--- config.mk ---
export PLATFORM = sky130hd
export DESIGN_NAME = irrigation_sequencer
export DESIGN_NICKNAME = d
export VERILOG_FILES = /design/src/rtl/irrigation_sequencer.sv
export SDC_FILE = /design/constraint.sdc
export NUM_CORES = 1
export LEC_CHECK = 0
export CAP_MARGIN = 20
export CORE_MARGIN = 3
export CORE_UTILIZATION = 62
export DETAILED_ROUTE_END_ITERATION = 6
export GPL_ROUTABILITY_DRIVEN = 0
export PLACE_DENSITY_LB_ADDON = 0.2
export SLEW_MARGIN = 20
export SYNTH_ARGS = -nofsm -noshare
export SYNTH_HDL_FRONTEND = slang
export SYNTH_SLANG_ARGS = --single-unit
--- constraint.sdc ---
create_clock -name clk -period 4.6 [get_ports clk]
set_input_delay 1.38 -clock clk [delete_from_list [all_inputs] [get_ports clk]]
set_output_delay 1.38 -clock clk [all_outputs]
set_load 0.02 [all_outputs]
--- src/rtl/irrigation_sequencer.sv ---
`default_nettype none
// ============================================================================
// Module     : irrigation_sequencer
// Description: Clocked valve sequencer for the irrigation tank. It debounces
//              the sensors, holds minimum on-times, switches the valves
//              break-before-make and latches faults. The optional manual
//              override is built when MANUAL_OVERRIDE_EN is defined.
// Revision   : 1.0 - initial release
// ============================================================================
module irrigation_sequencer #(
    parameter int DEBOUNCE_CYCLES = 4,
    parameter int MIN_ON_CYCLES   = 16,
    parameter int SETTLE_CYCLES   = 2,
    parameter int FILL_TIMEOUT    = 64
) (
    input  logic       clk,
    input  logic       rst_n,
    input  logic       H,
    input  logic       M,
    input  logic       L,
    input  logic       Us,
    input  logic       Ua,
    input  logic       T,
`ifdef MANUAL_OVERRIDE_EN
    input  logic       Man,
    input  logic       ManSpray,
`endif
    input  logic       FaultClr,
    output logic       Ve,
    output logic       Vs,
    output logic       Bs,
    output logic       Al,
    output logic       Fault,
    output logic [2:0] State
);

`ifdef MANUAL_OVERRIDE_EN
    localparam int c_NUM_SENS = 8;
`else
    localparam int c_NUM_SENS = 6;
`endif
    localparam int c_DB_W   = $clog2(DEBOUNCE_CYCLES + 1);
    localparam int c_ON_W   = $clog2(MIN_ON_CYCLES + 1);
    localparam int c_SET_W  = $clog2(SETTLE_CYCLES + 1);
    localparam int c_FILL_W = $clog2(FILL_TIMEOUT + 1);

    localparam logic [2:0] c_IDLE   = 3'd0;
    localparam logic [2:0] c_SETTLE = 3'd1;
    localparam logic [2:0] c_DRIP   = 3'd2;
    localparam logic [2:0] c_SPRAY  = 3'd3;
    localparam logic [2:0] c_FAULT  = 3'd4;

    localparam logic [1:0] c_D_NONE  = 2'd0;
    localparam logic [1:0] c_D_DRIP  = 2'd1;
    localparam logic [1:0] c_D_SPRAY = 2'd2;

    logic [c_NUM_SENS-1:0] w_raw;
    logic [c_NUM_SENS-1:0] w_deb;

`ifdef MANUAL_OVERRIDE_EN
    assign w_raw = {ManSpray, Man, T, Ua, Us, L, M, H};
`else
    assign w_raw = {T, Ua, Us, L, M, H};
`endif

    // Debounced value follows the synchroniser only after a full run of
    // differing samples; any sample equal to the current value restarts it.
    for (genvar gi = 0; gi < c_NUM_SENS; gi++) begin : g_sens
        logic              r_meta;
        logic              r_sync;
        logic              r_deb;
        logic [c_DB_W-1:0] r_cnt;

        always_ff @(posedge clk or negedge rst_n) begin
            if (!rst_n) begin
                r_meta <= 1'b0;
                r_sync <= 1'b0;
                r_deb  <= 1'b0;
                r_cnt  <= '0;
            end else begin
                r_meta <= w_raw[gi];
                r_sync <= r_meta;
                if (r_sync == r_deb) begin
                    r_cnt <= '0;
                end else if (r_cnt == c_DB_W'(DEBOUNCE_CYCLES - 1)) begin
                    r_deb <= r_sync;
                    r_cnt <= '0;
                end else begin
                    r_cnt <= r_cnt + c_DB_W'(1);
                end
            end
        end

        assign w_deb[gi] = r_deb;
    end

    logic w_h, w_m, w_l, w_us, w_ua, w_t;
    assign w_h  = w_deb[0];
    assign w_m  = w_deb[1];
    assign w_l  = w_deb[2];
    assign w_us = w_deb[3];
    assign w_ua = w_deb[4];
    assign w_t  = w_deb[5];

    logic w_vazio, w_baixo, w_medio, w_cheio, w_erro, w_waterOk;
    assign w_vazio   = ~w_h & ~w_m & ~w_l;
    assign w_baixo   = ~w_h & ~w_m &  w_l;
    assign w_medio   = ~w_h &  w_m &  w_l;
    assign w_cheio   =  w_h &  w_m &  w_l;
    assign w_erro    = (w_m & ~w_l) | (w_h & ~w_m);
    assign w_waterOk = ~w_vazio & ~w_erro;

    logic [1:0] w_levelCode;
    assign w_levelCode = w_cheio ? 2'd3 : w_medio ? 2'd2 : w_baixo ? 2'd1 : 2'd0;

    logic [1:0] w_demand;
    always_comb begin
        w_demand = c_D_NONE;
`ifdef MANUAL_OVERRIDE_EN
        if (w_deb[6])
            w_demand = w_deb[7] ? c_D_SPRAY : c_D_DRIP;
        else
`endif
        if (!w_us) begin
            if (!w_ua)
                w_demand = c_D_SPRAY;
            else if (w_t | w_baixo)
                w_demand = c_D_DRIP;
            else
                w_demand = c_D_SPRAY;
        end
    end

    logic [2:0]          r_state;
    logic                r_ve, r_vs, r_bs, r_al, r_fault;
    logic [1:0]          r_prevLevel;
    logic [c_FILL_W-1:0] r_fillCnt;
    logic [c_SET_W-1:0]  r_settleCnt;
    logic [c_ON_W-1:0]   r_onCnt;

    logic w_levelUp, w_fillTimeout, w_minDone, w_settleDone;
    assign w_levelUp     = w_levelCode > r_prevLevel;
    assign w_fillTimeout = r_ve & ~w_levelUp & (r_fillCnt == c_FILL_W'(FILL_TIMEOUT - 1));
    assign w_minDone     = r_onCnt == c_ON_W'(MIN_ON_CYCLES - 1);
    assign w_settleDone  = r_settleCnt == c_SET_W'(SETTLE_CYCLES - 1);

    logic [2:0] w_next;
    always_comb begin
        w_next = r_state;
        case (r_state)
            c_IDLE: begin
                if (w_erro || w_fillTimeout)
                    w_next = c_FAULT;
                else if (w_demand != c_D_NONE && w_waterOk)
                    w_next = c_SETTLE;
            end
            c_SETTLE: begin
                if (w_erro || w_fillTimeout)
                    w_next = c_FAULT;
                else if (w_demand == c_D_NONE || !w_waterOk)
                    w_next = c_IDLE;
                else if (w_settleDone)
                    w_next = (w_demand == c_D_SPRAY) ? c_SPRAY : c_DRIP;
            end
            c_DRIP, c_SPRAY: begin
                if (w_erro || w_fillTimeout)
                    w_next = c_FAULT;
                else if (w_vazio)
                    w_next = c_IDLE;
                else if (w_minDone &&
                         w_demand != ((r_state == c_DRIP) ? c_D_DRIP : c_D_SPRAY))
                    w_next = (w_demand == c_D_NONE) ? c_IDLE : c_SETTLE;
            end
            c_FAULT: begin
                if (FaultClr && !w_erro)
                    w_next = c_IDLE;
            end
            default: w_next = c_IDLE;
        endcase
    end

    // Inlet hysteresis: open when low, close when full, keep value at mid.
    logic w_veNext;
    always_comb begin
        w_veNext = r_ve;
        if (w_next == c_FAULT || w_erro)
            w_veNext = 1'b0;
        else if (w_vazio || w_baixo)
            w_veNext = 1'b1;
        else if (w_cheio)
            w_veNext = 1'b0;
    end

    always_ff @(posedge clk or negedge rst_n) begin
        if (!rst_n) begin
            r_state     <= c_IDLE;
            r_ve        <= 1'b0;
            r_vs        <= 1'b0;
            r_bs        <= 1'b0;
            r_al        <= 1'b0;
            r_fault     <= 1'b0;
            r_prevLevel <= 2'd0;
            r_fillCnt   <= '0;
            r_settleCnt <= '0;
            r_onCnt     <= '0;
        end else begin
            r_state     <= w_next;
            r_vs        <= (w_next == c_DRIP);
            r_bs        <= (w_next == c_SPRAY);
            r_fault     <= (w_next == c_FAULT);
            r_al        <= (w_next == c_FAULT) | w_vazio | w_baixo;
            r_ve        <= w_veNext;
            r_prevLevel <= w_levelCode;

            if (!r_ve || w_levelUp || w_next == c_FAULT)
                r_fillCnt <= '0;
            else
                r_fillCnt <= r_fillCnt + c_FILL_W'(1);

            if (r_state == c_SETTLE && w_next == c_SETTLE)
                r_settleCnt <= r_settleCnt + c_SET_W'(1);
            else
                r_settleCnt <= '0;

            if (w_next == r_state && (r_state == c_DRIP || r_state == c_SPRAY)) begin
                if (!w_minDone)
                    r_onCnt <= r_onCnt + c_ON_W'(1);
            end else begin
                r_onCnt <= '0;
            end
        end
    end

    assign Ve    = r_ve;
    assign Vs    = r_vs;
    assign Bs    = r_bs;
    assign Al    = r_al;
    assign Fault = r_fault;
    assign State = r_state;

endmodule
`default_nettype wire
* Yosys cells after proc, flatten, opt, wreduce, memory -nomap -nowiden
Cells that the tools add are included.
** Storage, ports and cells
- Register bits after elaboration :: 60
- Latch bits :: 0
- RAM bits :: 0
- Memory bits (read-only) :: 0
- Input port bits :: 9
- Output and inout bits :: 8
- Word-level logic and storage cells :: 163
- Memories kept :: 0
** Cells by class
- $add $sub $neg :: 9
- Multipliers :: 0
- Div/mod/pow operators :: 0
- $lt $le $gt $ge :: 1
- Eq/ne operators :: 27
- Shift-type cells :: 0
- Muxes and demuxes :: 38
- Bitwise logic cells :: 28
- Reductions and logical operators :: 26
** Operators with widths (count)
- $mux 3 :: 21
- $eq 3x2->1 const B :: 10
- $add 3x1->3 const B :: 6
- $mux 2 :: 7
- $and 1x1->1 :: 12
- $not 1->1 :: 12
- $pmux 3 s4 :: 1
- $reduce_and 2->1 :: 6
- $mux 5 :: 2
- $add 7x1->7 const B :: 1
- $eq 7x6->1 const B :: 1
- $logic_or 1x1->1 :: 7
- $mux 7 :: 1
- $eq 1x1->1 :: 6
- $eq 3x1->1 const B :: 2
- $eq 3x3->1 const B :: 2
- $mux 1 :: 6
- $add 5x1->5 const B :: 1
- $eq 5x4->1 const B :: 1
- $logic_and 1x1->1 :: 5
- $or 1x1->1 :: 4
- $eq 3x3->1 :: 1
- $logic_not 1->1 :: 3
- $logic_not 3->1 :: 1
- 10 further kinds :: 10

* Logic depth before layout (Yosys ltp)
Gate-level depths: netlist (run 1).
- Word-level depth :: 16
- Mapped depth :: 9
- Depth with buffers taken out :: 8

* Least setup slack after synthesis (run 1)
No wires, ideal clock.
- Kind :: input port to flip-flop
- Start point :: in FaultClr
- End point :: reg r_fillCnt[6]
- Library setup time :: 0.095 ns
- Data arrival time :: 2.076 ns
- Required time :: 4.505 ns
- Setup slack :: 2.430 ns
- Stages on the path :: 4
- Buffers on the path :: 0
- Cell sequence :: inv_1 o31ai_1 a22oi_2 a211oi_1
** On the way
- Longest elaborated chain between the ends :: 6
** Ends and longest elaborated chain
- start, declared :: line 28 : input logic FaultClr,
- $logic_and 1x1->1 :: line 175 : if (FaultClr && !w_erro)
- $mux 3 :: line 175
- $pmux 3 s4 :: line 150 : case (r_state)
- $eq 3x3->1 :: line 215 : if (!r_ve || w_levelUp || w_next == c_FAULT)
- $logic_or 1x1->1 :: line 215
- $mux 7 :: line 215
- end signal, assigned :: line 218 : r_fillCnt <= r_fillCnt + c_FILL_W'(1);
- end, declared :: line 137 : logic [c_FILL_W-1:0] r_fillCnt;
No other way between the ends.
A chain may end at the register's enable or synchronous reset.

* Worst setup path after layout (run 1)
- Start point :: reg r_state[1], in the netlist State[1]
- End point :: out State[1]
** RTL lines
- start, declared :: line 134 : logic [2:0] r_state;
- start signal, assigned :: line 196 : r_state <= c_IDLE;
- start signal, assigned :: line 207 : r_state <= w_next;
- end, declared :: line 34 : output logic [2:0] State
No word-level cell between the ends.

==> flow_summary.ini, run 1 <==
[outcome]
outcome = completed

[die]
std_cell_rows = 22
core_area_um2 = 3850
die_w_um = 70.9
initial_core_util_pct = 67.9
io_pins = 17
die_height_um = 70.9
die-area_um2 = 5030

[critical_path]
worst-setup-path-type = reg2out
r2r.worst_path.cells = 7
required_ns = 3.22
cpLargestDelayFamily = buffers and inverters
worstPathCellList = clkdlybuf4s50_1
r2r-end = Vs
cp.buffers_inverters = 1
worst_setup_path_end_kind = primary output
max_stage_delay_ns = 0.67
setup.reg_to_reg.worst_slack_ns = 2.09
cp-startpoint = State[1]
crit_path_top_delay_cell = sky130_fd_sc_hd__clkdlybuf4s50_1
cp-start-kind = flip-flop
cp_data_arrival_time_ns = 1.55
timing.rr.start = g_sens[1].r_deb
critical_path_peak_fanout = 10
crit_end = State[1]
worst-path-stages = 1

[synth]
yosys.area.top_type_share_pct = 57.4
synth_nets = 236
synth-warning-count = 0
post_synth_inst_count = 215
netlist_area_pre_place_um2 = 2620
yosys.cell_count.top_type = sky130_fd_sc_hd__dfrtp_1
number_of_enable_type_register_cells_in_the_synthesized_netlist = 0
synth_area_leader_cell = sky130_fd_sc_hd__dfrtp_1
postSynthAreaPerCell_um2 = 12.2
asyncSetResetFlopFracSynth_pct = 100
part_of_the_yosys_area_used_for_sequential_elements_pct = 57.4
yosys_register_bits = 60
synth_cell_type_count = 49
synth_common_cells = sky130_fd_sc_hd__dfrtp_1 (60), sky130_fd_sc_hd__nor3_1 (17), sky130_fd_sc_hd__nand2_1 (16), sky130_fd_sc_hd__ha_1 (12)
synth_top_cells_by_area = sky130_fd_sc_hd__dfrtp_1 (57%), sky130_fd_sc_hd__ha_1 (5.7%), sky130_fd_sc_hd__xnor2_1 (3.7%)
dominantRegCellSynth = sky130_fd_sc_hd__dfrtp_1

[clocking]
clock_tree.root_cell = sky130_fd_sc_hd__clkbuf_8
ctsLongestPathBuffers = 2
cts.repair.resized = 0
clock_latency_reported_for_the_late_side_of_the_worst_skew_pair_ns = 0.33
clkTransAtPathRegs_ns = 0.07
cts.hold.buffers_added = 0
post_cts_buffers = 0
h-tree-depth = 3
clkSinkCount = 60
numCtsBuffers = 9
clock_tree_from_tritoncts = built

[detailed_routing]
detail_route.wl_per_cell_um = 14.9
residual_drc = 0
detailedRoute.firstPassIterationCount = 5
vias = 1634
drt-vias-per-instance = 5.63
number_of_nets_still_failing_antenna_checks_after_routing = 0
routed_wirelength_mm = 4.31
drtIter0Drc = 120

[power_and_ir_drop]
power_mw = 1.78
power_density_nw_per_um2 = 583
power.leakage_nw = 1.33
ir_drop_mv = 0.376

[timing]
finalCritPeriodShare_pct = 63.6
maxSlewViolCount = 0
post-route-min-period_ns = 2.93
clock.fmax_mhz = 342
worst_slew_pin_slew_ns = 0.721
clock-skew-final_ns = 0.00825
grt_setup_unrepaired = false
final-hold-violation-count = 0
finalHoldWorstSlack_ns = 0.350
setup_viol_count_final = 0
worst_slew_margin_rel_pct = 51.9
timing.setup.tns_ns = 0

[global_route]
pin_count_of_the_biggest_net_entering_global_routing = 61
wire_length_of_the_first_global_routing_pass_mm = 7.65
antenna_found_initial = 0
total_track_usage_pct = 19.8
globalRouteOverflowTotal = 0
vias_in_the_first_global_route = 1738

[hold_path]
holdCritPathClass = reg2reg

[cells_and_area]
antenna_cells = 0
final_layout_size_suffix_gt1_share_pct = 13.6
n_fill_cell = 210
num-nets-final = 258
flow.area_growth_from_synthesis_pct = 16.7

[placement]
dp_hpwl_mm = 3.04
port_buffers = 16

[job]
drv_cap = 0
==> final cells by class <==
| type | count | area [µm²] | area share (%) |
|---|---|---|---|
| sequential | 60 | 1500 | 49.2 |
| multi-input combinational | 139 | 1040 | 34.0 |
| timing repair buffer | 17 | 163 | 5.33 |
| clock buffer | 12 | 155 | 5.09 |
| clock inverter | 4 | 95.1 | 3.12 |
| tap | 48 | 60.1 | 1.97 |
| inverter | 10 | 37.5 | 1.23 |
==> cells by family (layout without fill, tap and decap cells) <==
kind of cell	count (synthesis)	in the layout	synth area share, %
AOI/OAI and AO/OA	26	26	8.23
xor gates and xnor gates	13	13	4.35
and+or+nand+nor	84	84	19.7
muxes	4	4	1.67
buffers and inverters	16	43	2.87
DFF	60	60	57.4
adders and majority gates	12	12	5.74
==> how the worst min path moves through the flow <==
| stage | cells past startpoint | end | from | slack [ns] |
|---|---|---|---|---|
| after global placement | 0 | g_sens[4].r_sync | g_sens[4].r_meta | 0.33 |
| after global routing | 0 | g_sens[5].r_sync | g_sens[5].r_meta | 0.36 |
| after CTS | 0 | g_sens[4].r_sync | g_sens[4].r_meta | 0.35 |
| final | 0 | g_sens[4].r_sync | g_sens[4].r_meta | 0.35 |
| after floorplan | 0 | g_sens[0].r_sync | g_sens[0].r_meta | 0.33 |
| after detailed placement | 0 | g_sens[4].r_sync | g_sens[4].r_meta | 0.34 |
==> through the flow <==
step / worst slack (ns) / cells / instance area (µm²) / util, %
after CTS: 1.67 / 290 / 3050 / 79.2
after detailed placement: 1.86 / 274 / 2800 / 72.7
after global routing: 1.62 / 290 / 3050 / 79.2
after global placement: 1.91 / 274 / 2800 / 72.7
final: 1.67 / 290 / 3050 / 79.2
after floorplan: 2.43 / 215 / 2620 / -
==> report_power, final <==
group / internal, mW / switching [mW] / leakage [nW]
logic: 0.214 / 0.257 / 0.430
registers: 0.627 / 0.101 / 0.775
clock network: 0.389 / 0.191 / 0.127
total: 1.23 / 0.549 / 1.33
==> state kept, by name, indices dropped and copies added, names as in the netlist <==
name	flops
Ve	1
Bs	1
r_prevLevel	2
Vs	1
Fault	1
g_sens.r_sync	6
g_sens.r_meta	6
r_fillCnt	7
r_settleCnt	2
State	3
r_onCnt	5
g_sens.r_cnt	18
g_sens.r_deb	6
Al	1
==> cell usage in the layout, fill, tap and decap left out, drive strengths merged, types with 3 or more instances in the layout <==
cell / instances
nor2b: 12
ha: 12
xnor2: 11
inv: 10
a211oi: 3
clkdlybuf4s50: 15
nor2: 6
nand3: 4
clkbuf: 12
and2: 3
nand2: 16
a21oi: 3
o21ai: 7
nor4: 5
bufinv: 3
dfrtp: 60
nor3: 17
nor3b: 11
nand2b: 4
mux2: 3
==> per-layer routing <==
| layer | GRT usage (%) | share of wire, % | vias to the layer above |
|---|---|---|---|
| met5 | 0 | 0 | - |
| met4 | 10.0 | 2.1 | 0 |
| met3 | 7.10 | 4.5 | 9 |
| met2 | 31.1 | 48 | 49 |
| met1 | 24.3 | 45 | 783 |
| li1 | - | - | 793 |
(Power assumes the default switching activity.)
==> run 2: changes to the inputs <==
--- a/config.mk
+++ b/config.mk
@@ -7,7 +7,7 @@
 export LEC_CHECK = 0
 export CAP_MARGIN = 20
 export CORE_MARGIN = 3
-export CORE_UTILIZATION = 62
+export CORE_UTILIZATION = 52
 export DETAILED_ROUTE_END_ITERATION = 6
 export GPL_ROUTABILITY_DRIVEN = 0
 export PLACE_DENSITY_LB_ADDON = 0.2
==> constraint.sdc (replaced) <==
create_clock -name clk -period 2.6 [get_ports clk]
set_input_delay 0.78 -clock clk [delete_from_list [all_inputs] [get_ports clk]]
set_output_delay 0.78 -clock clk [all_outputs]
set_load 0.02 [all_outputs]
==> run 2 against run 1 <==
Compared with the run above: flip-flop and latch count unchanged; clock skew about the same; power increased by 74%; first-iteration DRC count decreased by 67%; clock power increased by 71%; critical path depth unchanged; routed wire length decreased by 9.1%; via count decreased by 2.6%; global-route usage decreased by 4.1 points; largest cell class unchanged.
==> flow_summary.ini, run 2 (synthesized netlist as in run 1, its figures left out) <==
[outcome]
outcome = completed

[detailed_routing]
number_of_nets_still_failing_antenna_checks_after_routing = 0
drt-vias-per-instance = 5.15
detail_route.wl_per_cell_um = 12.7
vias = 1591
residual_drc = 0
drtIter0Drc = 40
routed_wirelength_mm = 3.92
detailedRoute.firstPassIterationCount = 4

[timing]
finalCritPeriodShare_pct = 89.1
clock-skew-final_ns = 0.00827
clock.fmax_mhz = 431
worst_slew_margin_rel_pct = 71.8
timing.setup.tns_ns = 0
setup_viol_count_final = 0
worst_slew_pin_slew_ns = 0.423
final-hold-violation-count = 0
post-route-min-period_ns = 2.32
postLayoutSetupSlackWorst_ns = 0.282
grt_setup_unrepaired = false
finalHoldWorstSlack_ns = 0.349
maxSlewViolCount = 0

[cells_and_area]
registers.top_by_ff_count = g_sens.r_cnt
flow.area_growth_from_synthesis_pct = 17.8
design_area_um2 = 3080
final_layout_size_suffix_gt1_share_pct = 14.0
leading_cell_type_in_the_layout_fill_and_taps_excluded = sky130_fd_sc_hd__dfrtp_1
mostFrequentLayoutCells = sky130_fd_sc_hd__dfrtp_1 (60), sky130_fd_sc_hd__nor3_1 (17), sky130_fd_sc_hd__nand2_1 (16), sky130_fd_sc_hd__clkdlybuf4s50_1 (15), sky130_fd_sc_hd__ha_1 (12)
num-nets-final = 259
reg_top3 = g_sens.r_cnt (18), r_fillCnt (7)
largest_register_ff_count = 18
antenna_cells = 0

[global_route]
vias_in_the_first_global_route = 1625
globalRouteOverflowTotal = 0
pin_count_of_the_biggest_net_entering_global_routing = 61
antenna_found_initial = 0
total_track_usage_pct = 15.7
wire_length_of_the_first_global_routing_pass_mm = 7.31

[critical_path]
crit_path_top_delay_cell = sky130_fd_sc_hd__clkdlybuf4s50_1
r2r.worst_path.cells = 8
required_ns = 1.82
worst_setup_path_end_kind = primary output
worst-setup-path-type = reg2out
cp-startpoint = State[1]
timing.rr.start = g_sens[1].r_deb
setup.reg_to_reg.worst_slack_ns = 0.41
cpLargestDelayFamily = buffers and inverters
cp-start-kind = flip-flop
cp.buffers_inverters = 1
worstPathCellList = clkdlybuf4s50_1
critical_path_peak_fanout = 10
max_stage_delay_ns = 0.67
r2r-end = Al
cp_data_arrival_time_ns = 1.54

[placement]
port_buffers = 16
dp_hpwl_mm = 2.67
place_area_um2 = 2840
pre_cts_ws_ns = 0.411

[clocking]
clock_latency_reported_for_the_late_side_of_the_worst_skew_pair_ns = 0.33
numCtsBuffers = 9
post_cts_buffers = 0
cts.hold.buffers_added = 0
h-tree-depth = 3
ctsLongestPathBuffers = 2
clock_tree_from_tritoncts = built
cts.repair.resized = 0
clkSinkCount = 60
clock_tree.root_cell = sky130_fd_sc_hd__clkbuf_8
clkTransAtPathRegs_ns = 0.07

[die]
initial_core_util_pct = 54.6
std_cell_rows = 25
io_pins = 17
die_height_um = 76.9
core_area_um2 = 4790
die-area_um2 = 5920
die_w_um = 76.9

[power_and_ir_drop]
power_density_nw_per_um2 = 1000
power.leakage_nw = 1.33
ir_drop_mv = 0.585

[job]
drv_cap = 0

[hold_path]
worst_hold_path.num_cells = 0
hold_end = g_sens[4].r_sync
holdCritStartpoint = g_sens[4].r_meta
holdCritPathClass = reg2reg
## run 2: cell types whose count changed in the layout (fill, tap and decap cells not counted), sizes merged
cell,change
clkbuf,-3
clkinvlp,+2
buf,+1
## run 2: worst max-delay path by stage
| stage | to | cells past startpoint |
|---|---|---|
| after floorplan | Bs | 8 |
| after global placement | Al | 8 |
| after detailed placement | Al | 8 |
| after CTS | State[1] | 1 |
| after global routing | Al | 9 |
| final | State[1] | 1 |
## run 2: area by class of cell
cell class	count	area [µm²]
clock buffer	9	124
clock inverter	6	114
sequential	60	1500
timing repair buffer	18	183
inverter	10	37.5
multi-input combinational	139	1040
fill	381	1700
tap	67	83.8
## run 2: metal layers
layer / global-route usage, % / vias up / routed length [µm]
li1: - / 799 / -
met5: 0 / - / 0
met2: 24.8 / 14 / 1770
met3: 3.64 / 9 / 100
met4: 9.24 / 0 / 101
met1: 19.8 / 769 / 1950
## run 2: metrics by stage
step                      total power, mW  utilization (%)  std cells
after CTS                            3.13             64.4        309
final                                3.09             64.4        309
after detailed placement             2.13             59.4        294
after global placement               2.11             59.4        294
after global routing                 3.31             64.4        309
after floorplan                      1.91                -        215
## run 2: where the power goes
group / switching [mW] / internal [mW] / total, mW
clock: 0.356 / 0.632 / 0.988
combinational: 0.439 / 0.385 / 0.824
sequential: 0.172 / 1.11 / 1.28
total: 0.967 / 2.13 / 3.09
==> run 3: changes to the inputs <==
--- a/config.mk
+++ b/config.mk
@@ -5,9 +5,11 @@
 export SDC_FILE = /design/constraint.sdc
 export NUM_CORES = 1
 export LEC_CHECK = 0
+export ABC_AREA = 1
 export CAP_MARGIN = 20
 export CORE_MARGIN = 3
 export CORE_UTILIZATION = 52
+export CTS_CLUSTER_SIZE = 10
 export DETAILED_ROUTE_END_ITERATION = 6
 export GPL_ROUTABILITY_DRIVEN = 0
 export PLACE_DENSITY_LB_ADDON = 0.2
==> run 3 against run 2 <==
Compared with the run above: clock skew fell by 0.0039 ns; largest cell class unchanged; worst setup slack better by 0.15 ns; non-clock buffer count decreased by 1; global-route usage up 0.54 points; via count is 1.4% higher.
==> flow_summary.ini, run 3 <==
[placement]
placed_cells_incl_taps = 329
port_buffers = 16
pre_cts_ws_ns = 0.630
dp_hpwl_mm = 2.78

[clocking]
cts.hold.buffers_added = 0
post_cts_buffers = 0
clkTransAtPathRegs_ns = 0.06
clock_latency_reported_for_the_late_side_of_the_worst_skew_pair_ns = 0.33
clock_tree_from_tritoncts = built
cts.repair.resized = 0
clkSinkCount = 60
clock_tree.root_cell = sky130_fd_sc_hd__clkbuf_8
ctsLongestPathBuffers = 2
numCtsBuffers = 9
h-tree-depth = 3

[cells_and_area]
registers.top_by_ff_count = g_sens.r_cnt
num-nets-final = 296
final_layout_size_suffix_gt1_share_pct = 13.6
largest_register_ff_count = 18
leading_cell_type_in_the_layout_fill_and_taps_excluded = sky130_fd_sc_hd__dfrtp_1
mostFrequentLayoutCells = sky130_fd_sc_hd__dfrtp_1 (60), sky130_fd_sc_hd__nand2_1 (38), sky130_fd_sc_hd__inv_1 (33), sky130_fd_sc_hd__nor2_1 (28), sky130_fd_sc_hd__clkdlybuf4s50_1 (15)
flow.area_growth_from_synthesis_pct = 15.5
antenna_cells = 0
layoutNonFillerInstCount = 344
reg_top3 = g_sens.r_cnt (18), r_fillCnt (7)

[die]
die-area_um2 = 5750
die_w_um = 75.9
die_height_um = 75.9
io_pins = 17
std_cell_rows = 24
initial_core_util_pct = 56.0
core_area_um2 = 4530

[timing]
postLayoutSetupSlackWorst_ns = 0.430
final-hold-violation-count = 0
worst_slew_margin_rel_pct = 51.7
setup_viol_count_final = 0
worst_slew_pin_slew_ns = 0.725
clock.fmax_mhz = 461
finalHoldWorstSlack_ns = 0.346
finalCritPeriodShare_pct = 83.5
grt_setup_unrepaired = false
maxSlewViolCount = 0
timing.setup.tns_ns = 0
clock-skew-final_ns = 0.00442
post-route-min-period_ns = 2.17

[job]
drv_cap = 0

[detailed_routing]
drtIter0Drc = 76
residual_drc = 0
detailedRoute.firstPassIterationCount = 4
number_of_nets_still_failing_antenna_checks_after_routing = 0
drt-vias-per-instance = 4.69
routed_wirelength_mm = 3.88
vias = 1613
detail_route.wl_per_cell_um = 11.3

[critical_path]
max_stage_delay_ns = 0.64
crit_path_top_delay_cell = sky130_fd_sc_hd__clkdlybuf4s50_1
cp-startpoint = State[2]
worst_setup_path_end_kind = primary output
worstPathCellList = clkdlybuf4s50_1
setup.reg_to_reg.worst_slack_ns = 0.65
worst-setup-path-type = reg2out
cp.buffers_inverters = 1
r2r.worst_path.cells = 12
cp-start-kind = flip-flop
cp_data_arrival_time_ns = 1.39
worst-path-stages = 1
r2r-end = r_onCnt[4]
critical_path_peak_fanout = 5
crit_end = State[2]
timing.rr.start = g_sens[1].r_deb
cpLargestDelayFamily = buffers and inverters
required_ns = 1.82

[synth]
postSynthAreaPerCell_um2 = 10.3
yosys.area.top_type_share_pct = 59.2
dominantRegCellSynth = sky130_fd_sc_hd__dfrtp_1
asyncSetResetFlopFracSynth_pct = 100
post_synth_inst_count = 247
synth_top_cells_by_area = sky130_fd_sc_hd__dfrtp_1 (59%), sky130_fd_sc_hd__ha_1 (5.9%), sky130_fd_sc_hd__nand2_1 (5.6%)
yosys.cell_count.top_type = sky130_fd_sc_hd__dfrtp_1
synth_nets = 268
synth_common_cells = sky130_fd_sc_hd__dfrtp_1 (60), sky130_fd_sc_hd__nand2_1 (38), sky130_fd_sc_hd__inv_1 (33), sky130_fd_sc_hd__nor2_1 (28), sky130_fd_sc_hd__nor3_1 (14)
synth_cell_type_count = 29
yosys_register_bits = 60
netlist_area_pre_place_um2 = 2540
part_of_the_yosys_area_used_for_sequential_elements_pct = 59.2
number_of_enable_type_register_cells_in_the_synthesized_netlist = 0
synth_area_leader_cell = sky130_fd_sc_hd__dfrtp_1
synth-warning-count = 0

[global_route]
total_track_usage_pct = 16.3
wire_length_of_the_first_global_routing_pass_mm = 6.83
pin_count_of_the_biggest_net_entering_global_routing = 61
vias_in_the_first_global_route = 1610
globalRouteOverflowTotal = 0
antenna_found_initial = 0

[power_and_ir_drop]
power.leakage_nw = 1.39
ir_drop_mv = 0.593
power_density_nw_per_um2 = 891

[outcome]
outcome = completed

[hold_path]
holdCritPathClass = reg2reg
-- run 3: changes by cell type after synthesis, moves of 5 or more --
cell and delta:
sky130_fd_sc_hd__nand3_1 +5, sky130_fd_sc_hd__nor2_1 +23, sky130_fd_sc_hd__inv_1 +23, sky130_fd_sc_hd__xnor2_1 -5, sky130_fd_sc_hd__nor2b_1 -11, sky130_fd_sc_hd__nand2_2 +5
sky130_fd_sc_hd__nand2_1 +22
-- run 3: cell type report --
type / count / area, µm²
multi-input combinational: 150 / 897
clock inverter: 3 / 15.0
clock buffer: 12 / 135
timing repair buffer: 17 / 163
inverter: 37 / 139
tap: 65 / 81.3
fill: 368 / 1600
sequential: 60 / 1500
-- run 3: how the worst min path moves through the flow --
| stage | startpoint | end | slack [ns] | depth (start not counted) |
|---|---|---|---|---|
| floorplan | g_sens[0].r_meta | g_sens[0].r_sync | 0.33 | 0 |
| global placement | g_sens[2].r_meta | g_sens[2].r_sync | 0.33 | 0 |
| detailed placement | g_sens[1].r_meta | g_sens[1].r_sync | 0.34 | 0 |
| CTS | g_sens[0].r_meta | g_sens[0].r_sync | 0.35 | 0 |
| global route | g_sens[1].r_meta | g_sens[1].r_sync | 0.35 | 0 |
| finish | g_sens[1].r_meta | g_sens[1].r_sync | 0.35 | 0 |
-- run 3: per-stage QoR --
| step | utilization (%) | cell area, µm² | power (mW) |
|---|---|---|---|
| floorplan | - | 2540 | 1.77 |
| global placement | 61.3 | 2780 | 1.95 |
| detailed placement | 61.3 | 2780 | 1.98 |
| CTS | 64.7 | 2930 | 2.65 |
| global route | 64.7 | 2930 | 2.82 |
| finish | 64.7 | 2930 | 2.61 |
-- run 3: cells by family after synthesis --
group | share of synthesized area, %
buffers and inverters | 5.47
AND/OR/NAND/NOR | 22.0
XOR/XNOR | 3.11
multiplexers | 1.73
adder cells (fa/ha/maj) | 5.92
AO/OA/AOI/OAI | 2.56
flip-flops | 59.2
-- run 3: metal layers --
layer | share of wire (%) | wire length [µm] | vias up | GRT usage, %
met4 | 2.7 | 103 | 0 | 11.1
li1 | - | - | 837 | -
met5 | 0 | 0 | - | 0
met2 | 45 | 1760 | 16 | 25.1
met1 | 49 | 1900 | 750 | 20.2
met3 | 2.9 | 112 | 10 | 3.83
-- run 3: where the power goes --
part	total, mW	internal [mW]	switching [mW]
Sequential	1.22	1.10	0.122
Combinational	0.723	0.297	0.426
Clock	0.667	0.336	0.331
